--- src/rtl/k16_bus_decoder.sv ---
// K16 memory-bus decoder: splits CPU accesses between program RAM, the text
// framebuffer and a small I/O register file, returning read data one cycle later.
module k16_bus_decoder #(
  parameter int unsigned RAM_ADDR_BITS = 14,
  parameter logic [15:0] FB_BASE       = 16'h8000,
  parameter int unsigned FB_ADDR_BITS  = 11,
  parameter logic [15:0] IO_BASE       = 16'hFFF8
) (
  input  logic                     clk,
  input  logic                     reset,
  input  logic [15:0]              address,
  input  logic [15:0]              data_out,
  input  logic                     write,
  output logic [15:0]              data_in,
  output logic [RAM_ADDR_BITS-1:0] ram_address,
  output logic [15:0]              ram_wdata,
  output logic                     ram_write,
  input  logic [15:0]              ram_rdata,
  output logic [FB_ADDR_BITS-1:0]  fb_address,
  output logic [15:0]              fb_wdata,
  output logic                     fb_write,
  input  logic [15:0]              fb_rdata,
  input  logic [15:0]              addr_switches,
  input  logic [15:0]              ctrl_switches,
  input  logic [15:0]              reg_switches,
  output logic [15:0]              addr_leds,
  output logic [15:0]              data_leds
);

  typedef enum logic [1:0] {
    RGN_NONE = 2'd0,
    RGN_RAM  = 2'd1,
    RGN_FB   = 2'd2,
    RGN_IO   = 2'd3
  } region_e;

  localparam logic [2:0] IO_ADDR_SW = 3'd0;
  localparam logic [2:0] IO_CTRL_SW = 3'd1;
  localparam logic [2:0] IO_REG_SW  = 3'd2;
  localparam logic [2:0] IO_ADDR_LD = 3'd3;
  localparam logic [2:0] IO_DATA_LD = 3'd4;
  localparam logic [2:0] IO_CNTR_LO = 3'd5;
  localparam logic [2:0] IO_CNTR_HI = 3'd6;

  // 17-bit bounds so a region that reaches 16'hFFFF still compares correctly.
  localparam logic [16:0] RAM_END = 17'd1 << RAM_ADDR_BITS;
  localparam logic [16:0] FB_LO   = {1'b0, FB_BASE};
  localparam logic [16:0] FB_END  = FB_LO + (17'd1 << FB_ADDR_BITS);

  logic [16:0] addr_ext;
  logic        ram_hit;
  logic        fb_hit;
  logic        io_hit;
  logic [2:0]  io_off;
  region_e     region_sel;

  region_e     region_q, region_d;
  logic [15:0] io_rdata_q, io_rdata_d;
  logic [15:0] addr_leds_q, addr_leds_d;
  logic [15:0] data_leds_q, data_leds_d;
  logic [31:0] cnt_q, cnt_d;
  logic [15:0] hi_latch_q, hi_latch_d;
  logic [15:0] addr_s1_q, addr_s1_d, addr_s2_q, addr_s2_d;
  logic [15:0] ctrl_s1_q, ctrl_s1_d, ctrl_s2_q, ctrl_s2_d;
  logic [15:0] reg_s1_q, reg_s1_d, reg_s2_q, reg_s2_d;

  // Regions are base-aligned, so the low address bits are the region offset.
  always_comb begin
    addr_ext = {1'b0, address};
    ram_hit  = addr_ext < RAM_END;
    fb_hit   = !ram_hit && (addr_ext >= FB_LO) && (addr_ext < FB_END);
    io_hit   = !ram_hit && !fb_hit && (address >= IO_BASE);
    io_off   = address[2:0];
    region_sel = RGN_NONE;
    if (ram_hit)     region_sel = RGN_RAM;
    else if (fb_hit) region_sel = RGN_FB;
    else if (io_hit) region_sel = RGN_IO;
  end

  assign ram_address = address[RAM_ADDR_BITS-1:0];
  assign fb_address  = address[FB_ADDR_BITS-1:0];
  assign ram_wdata   = data_out;
  assign fb_wdata    = data_out;
  assign ram_write   = write && ram_hit && !reset;
  assign fb_write    = write && fb_hit && !reset;
  assign addr_leds   = addr_leds_q;
  assign data_leds   = data_leds_q;

  always_comb begin
    region_d    = region_sel;
    addr_s1_d   = addr_switches;
    addr_s2_d   = addr_s1_q;
    ctrl_s1_d   = ctrl_switches;
    ctrl_s2_d   = ctrl_s1_q;
    reg_s1_d    = reg_switches;
    reg_s2_d    = reg_s1_q;
    addr_leds_d = addr_leds_q;
    data_leds_d = data_leds_q;
    cnt_d       = cnt_q + 32'd1;
    hi_latch_d  = hi_latch_q;
    io_rdata_d  = 16'h0000;

    case (io_off)
      IO_ADDR_SW: io_rdata_d = addr_s2_q;
      IO_CTRL_SW: io_rdata_d = ctrl_s2_q;
      IO_REG_SW:  io_rdata_d = reg_s2_q;
      IO_ADDR_LD: io_rdata_d = addr_leds_q;
      IO_DATA_LD: io_rdata_d = data_leds_q;
      IO_CNTR_LO: io_rdata_d = cnt_q[15:0];
      IO_CNTR_HI: io_rdata_d = hi_latch_q;
      default:    io_rdata_d = 16'h0000;
    endcase

    if (io_hit && write) begin
      case (io_off)
        IO_ADDR_LD: addr_leds_d = data_out;
        IO_DATA_LD: data_leds_d = data_out;
        IO_CNTR_LO: cnt_d       = 32'd0;
        default:    ;
      endcase
    end

    // Freezing the upper half on every low read keeps a lo-then-hi pair coherent.
    if (io_hit && !write && io_off == IO_CNTR_LO) hi_latch_d = cnt_q[31:16];
  end

  always_ff @(posedge clk) begin
    if (reset) begin
      region_q    <= RGN_NONE;
      io_rdata_q  <= 16'h0000;
      addr_leds_q <= 16'h0000;
      data_leds_q <= 16'h0000;
      cnt_q       <= 32'd0;
      hi_latch_q  <= 16'h0000;
      addr_s1_q   <= 16'h0000;
      addr_s2_q   <= 16'h0000;
      ctrl_s1_q   <= 16'h0000;
      ctrl_s2_q   <= 16'h0000;
      reg_s1_q    <= 16'h0000;
      reg_s2_q    <= 16'h0000;
    end else begin
      region_q    <= region_d;
      io_rdata_q  <= io_rdata_d;
      addr_leds_q <= addr_leds_d;
      data_leds_q <= data_leds_d;
      cnt_q       <= cnt_d;
      hi_latch_q  <= hi_latch_d;
      addr_s1_q   <= addr_s1_d;
      addr_s2_q   <= addr_s2_d;
      ctrl_s1_q   <= ctrl_s1_d;
      ctrl_s2_q   <= ctrl_s2_d;
      reg_s1_q    <= reg_s1_d;
      reg_s2_q    <= reg_s2_d;
    end
  end

  always_comb begin
    data_in = 16'h0000;
    case (region_q)
      RGN_RAM: data_in = ram_rdata;
      RGN_FB:  data_in = fb_rdata;
      RGN_IO:  data_in = io_rdata_q;
      default: data_in = 16'h0000;
    endcase
  end

endmodule
--- config.mk ---
export PLATFORM = sky130hd
export DESIGN_NAME = k16_bus_decoder
export DESIGN_NICKNAME = d
export VERILOG_FILES = /design/src/rtl/k16_bus_decoder.sv
export SDC_FILE = /design/constraint.sdc
export NUM_CORES = 1
export LEC_CHECK = 0
export CAP_MARGIN = 20
export CORE_MARGIN = 5
export CORE_UTILIZATION = 50
export CTS_CLUSTER_DIAMETER = 60
export DETAILED_ROUTE_END_ITERATION = 10
export PLACE_DENSITY = 0.91
export SYNTH_ARGS = -nofsm -noshare
export SYNTH_HDL_FRONTEND = slang
export SYNTH_SLANG_ARGS = --single-unit
--- constraint.sdc ---
create_clock -name clk -period 3.7 [get_ports clk]
set_input_delay 0.37 -clock clk [delete_from_list [all_inputs] [get_ports clk]]
set_output_delay 0.37 -clock clk [all_outputs]
set_load 0.01 [all_outputs]
==> summary.log <==
INFO  status         run_status=finished clean
INFO  critical_path  biggest_cell_delay_along_the_critical_path=0.73ns
INFO  logic_synthesis synth_compound_area_share=14.7%
INFO  die            core=16,000squm
INFO  cells_and_area antennaDiodeCount=0
INFO  placement      dp.final_hpwl=17,100microns
INFO  clocking       ctsHtreeMaxLevel=4
INFO  timing         fin_worst_skew=0.00845ns
INFO  drt            routed_via_density=5.74
INFO  logic_synthesis yosys.area.top_type=sky130_fd_sc_hd__dfxtp_1
INFO  global_route   globalRouteOverflowTotal=0
INFO  critical_path  kind_of_critical_path=reg -> out
INFO  global_route   grt_antenna_before_repair=0
INFO  clocking       clock_tree.root_cell=sky130_fd_sc_hd__clkbuf_16
INFO  placement      dp.cells=1,187
INFO  die            ioPinCount=222
INFO  cells_and_area finish.net_count=1,106
INFO  power          pwr-share-comb=9.7%
INFO  critical_path  cp-end-kind=output pin
INFO  logic_synthesis yosysWarnings=0
INFO  flow_run       maxCapViolations=0
INFO  logic_synthesis syn_avg_cell_area=9.55squm
INFO  timing         finalHoldViolations=0
INFO  logic_synthesis mappedNetlistArea=8210squm
INFO  logic_synthesis synth-simple-area-share=20.2%
INFO  drt            via_count=6,987
INFO  timing         final.min_clock_period=2.75ns
INFO  drt            drtIter0Drc=774
INFO  clocking       cts_sinks=194
INFO  clocking       cts-buffers-inserted=17
INFO  worst_hold_path worst_case_hold_path_end_point=ctrl_s2_q[3]
INFO  critical_path  crit-reg2reg-launch=cnt_q[0]
INFO  clocking       clock_latency=0.43ns
INFO  clocking       cts.repair_timing.setup_buffer_count=0
INFO  global_route   maximum_number_of_pins_on_one_net_before_global_route_repair=87
INFO  logic_synthesis synth-async-reset-ratio=0%
INFO  critical_path  worstSetupStartpointType=flop
INFO  cells_and_area post-route-cell-area=10,600squm
INFO  timing         setup_tns=0ns
INFO  clocking       clkTransAtPathRegs=0.07ns
INFO  global_route   grt.total_usage=23.6%
INFO  cells_and_area area_delta_synth_final=29.7%
INFO  power          pwr-share-clk=40.9%
INFO  global_route   grt_first_pass_wirelength=36,700microns
INFO  critical_path  critical_path.slowest_cell=sky130_fd_sc_hd__dfxtp_1
INFO  worst_hold_path hp-class=reg -> reg
INFO  critical_path  cp_cell_sequence=nor2b_1 > buf_4 > a22o_1 > clkdlybuf4s50_1
INFO  logic_synthesis synth_top_family_by_area=simple AND/OR/NAND/NOR gates
INFO  timing         min_period_over_period=74.2%
INFO  die            die_y=138microns
INFO  timing         worst_pin_slew=1.01ns
INFO  clocking       clk_path_buf_depth=2
INFO  logic_synthesis synth_top_area_share=47.3%
INFO  worst_hold_path worst_hold_path.num_cells=1
INFO  placement      post_dp_cell_area=10,100squm
INFO  logic_synthesis synth_area_leaders=sky130_fd_sc_hd__dfxtp_1 (47%), sky130_fd_sc_hd__nor2b_1 (7.9%), sky130_fd_sc_hd__buf_4 (5.2%)
INFO  cells_and_area share_of_cells_above_drive_strength_1=9.08%
INFO  critical_path  timing.critical_path.arrival=2.38ns
INFO  die            floorplan.rows=46
INFO  drt            wl=23,200microns
INFO  timing         rsz_0062_raised_after_global_routing=false
INFO  timing         pnr_worst_setup_slack=0.955ns
INFO  logic_synthesis synthMuxAreaShare=7.49%
INFO  clocking       cts_tree=done
INFO  placement      finalWeightedCongestion=0.957
INFO  critical_path  r2r-end=cnt_q[30]
INFO  power          seq_power_share=49.4%
INFO  drt            antenna_left=0
INFO  timing         timing.final.setup_violations=0
INFO  timing         timing_max_transition_violations_final=0
INFO  critical_path  rrSetupSlack=1.47ns
INFO  cells_and_area final_core_utilization=66.5%
INFO  critical_path  worst_r2r_path_depth=5
INFO  global_route   first_global_vias=6,931
INFO  logic_synthesis synthAdderAreaFrac=0.152%
INFO  logic_synthesis post_synth_num_cell_types=50
INFO  timing         slew-limit-headroom=32.4%
INFO  die            dieArea=19,100squm
INFO  logic_synthesis ys_ff_latch=194
INFO  logic_synthesis synth_enable_flop_cells=0
INFO  drt            avgRoutedWirePerCell=19.1microns
INFO  power          switching_power=0.982mW
INFO  timing         hold-worst-slack=0.438ns
INFO  logic_synthesis postSynthNetCount=975
INFO  die            dieWidth=138microns
INFO  critical_path  critical_path.top_delay_family=flip-flops
INFO  clocking       post_cts_hold_buffer_count=0
INFO  logic_synthesis synth.yosys.seq_area_share=47.3%
INFO  drt            first_pass_iters=5
INFO  logic_synthesis synth_xor_area_share=1.39%
INFO  critical_path  cp_max_fo=17
INFO  power          sw_ratio=22.4%
INFO  cells_and_area finalNonFillerCells=1,218
INFO  power          overall_power_after_layout=4.38mW
INFO  power          ir_drop=0.296mV
INFO  critical_path  worst-endpoint-required=3.33ns
INFO  logic_synthesis netlist_instances=859
INFO  worst_hold_path hold_path_startpoint=ctrl_s1_q[3]
INFO  timing         max_clock_freq=364MHz
INFO  critical_path  crit_buf_inv=2
INFO  placement      setup_slack_after_placement=1.02ns
INFO  placement      buffer_ports.inserted=221
INFO  power          leakage=3.70nW
INFO  clocking       cts_resized=0
INFO  logic_synthesis ys.flop_type=sky130_fd_sc_hd__dfxtp_1
INFO  power          pwr_density_cell=412nW/um^2
INFO  drt            route.detailed.drc=0
INFO  die            initial_core_util=51.3%
INFO  power          internal_power=3.40mW
[area by class of cell]
class | instances | area [sq um]
clock buffer | 21 | 450
clock inverter | 10 | 123
fill | 1240 | 5360
inverter | 4 | 15.0
multi-input combinational | 540 | 3610
sequential | 194 | 3880
tap | 216 | 270
timing repair buffer | 233 | 2290
[Yosys cell counts (2+ instances only)]
library cell,n
sky130_fd_sc_hd__a211oi_1,9
sky130_fd_sc_hd__a21oi_1,79
sky130_fd_sc_hd__a22o_1,19
sky130_fd_sc_hd__a22oi_1,10
sky130_fd_sc_hd__a31o_2,2
sky130_fd_sc_hd__and2_1,3
sky130_fd_sc_hd__and3_1,3
sky130_fd_sc_hd__and4_1,5
sky130_fd_sc_hd__buf_2,9
sky130_fd_sc_hd__buf_4,57
sky130_fd_sc_hd__buf_6,3
sky130_fd_sc_hd__clkbuf_1,51
sky130_fd_sc_hd__dfxtp_1,194
sky130_fd_sc_hd__inv_1,3
sky130_fd_sc_hd__mux2_2,25
sky130_fd_sc_hd__mux2i_1,13
sky130_fd_sc_hd__mux4_2,9
sky130_fd_sc_hd__nand2_1,13
sky130_fd_sc_hd__nand2b_1,4
sky130_fd_sc_hd__nand3_1,46
sky130_fd_sc_hd__nand4_1,33
sky130_fd_sc_hd__nand4_2,2
sky130_fd_sc_hd__nor2_1,38
sky130_fd_sc_hd__nor2b_1,103
sky130_fd_sc_hd__nor3_1,2
sky130_fd_sc_hd__nor4_1,4
sky130_fd_sc_hd__o21ai_0,40
sky130_fd_sc_hd__o22a_1,3
sky130_fd_sc_hd__o2bb2ai_1,3
sky130_fd_sc_hd__o31ai_1,26
sky130_fd_sc_hd__or3_1,6
sky130_fd_sc_hd__or4_1,12
sky130_fd_sc_hd__or4_4,2
sky130_fd_sc_hd__xnor2_1,5
sky130_fd_sc_hd__xor2_1,8
[worst max-delay path by stage]
stage                      from            end  slack (ns)  cells after the start
finish              region_q[0]     data_in[1]        0.95                      4
floorplan              cnt_q[0]      cnt_q[28]        1.74                      5
detailed placement  address[10]   data_leds[8]        1.02                      5
global placement    address[10]  addr_leds[12]        1.14                      5
CTS                 region_q[1]     data_in[1]        0.88                      5
global route        region_q[0]     data_in[1]        0.75                      4
[logic make-up after synthesis]
| group | Yosys count |
|---|---|
| compound gates | 195 |
| xor+xnor | 13 |
| fa+ha+maj | 1 |
| buf+inv | 125 |
| flops | 194 |
| mux | 47 |
| simple gates | 284 |
[power by group through the flow]
stage | Combinational (mW) | Clock, mW | Sequential [mW]
2_1_floorplan | 0.221 | 0 | 2.20
3_3_place_gp | 0.413 | 0 | 2.21
3_5_place_dp | 0.420 | 0 | 2.21
4_1_cts | 0.424 | 1.80 | 2.17
5_1_grt | 0.451 | 1.90 | 2.17
6_report | 0.424 | 1.79 | 2.17
[layer usage]
metal / routed length (microns) / share of wire [%] / global-route usage (%) / vias to the layer above
li1: - / - / - / 3277
met1: 8750 / 38 / 27.7 / 3329
met2: 11900 / 51 / 41.1 / 337
met3: 1880 / 8.1 / 6.83 / 44
met4: 658 / 2.8 / 8.27 / 0
met5: 0 / 0 / 0 / -
[layout by cell type (no fill, tap or decap), drive strengths merged, types with 25 or more instances in the layout]
cell / count
a21oi: 79
nand4: 35
o21ai: 40
nand3: 46
clkdlybuf4s50: 218
o31ai: 26
nor2b: 103
mux2: 25
nor2: 38
dfxtp: 194
[registers in the layout, indices dropped and copies added, names as in the netlist]
name,count
hi_latch_q,16
cnt_q,32
addr_leds,16
reg_s1_q,16
data_leds,16
reg_s2_q,16
addr_s1_q,16
ctrl_s1_q,16
region_q,2
addr_s2_q,16
io_rdata_q,16
ctrl_s2_q,16
Note: power is estimated with default switching activity, not from simulation.
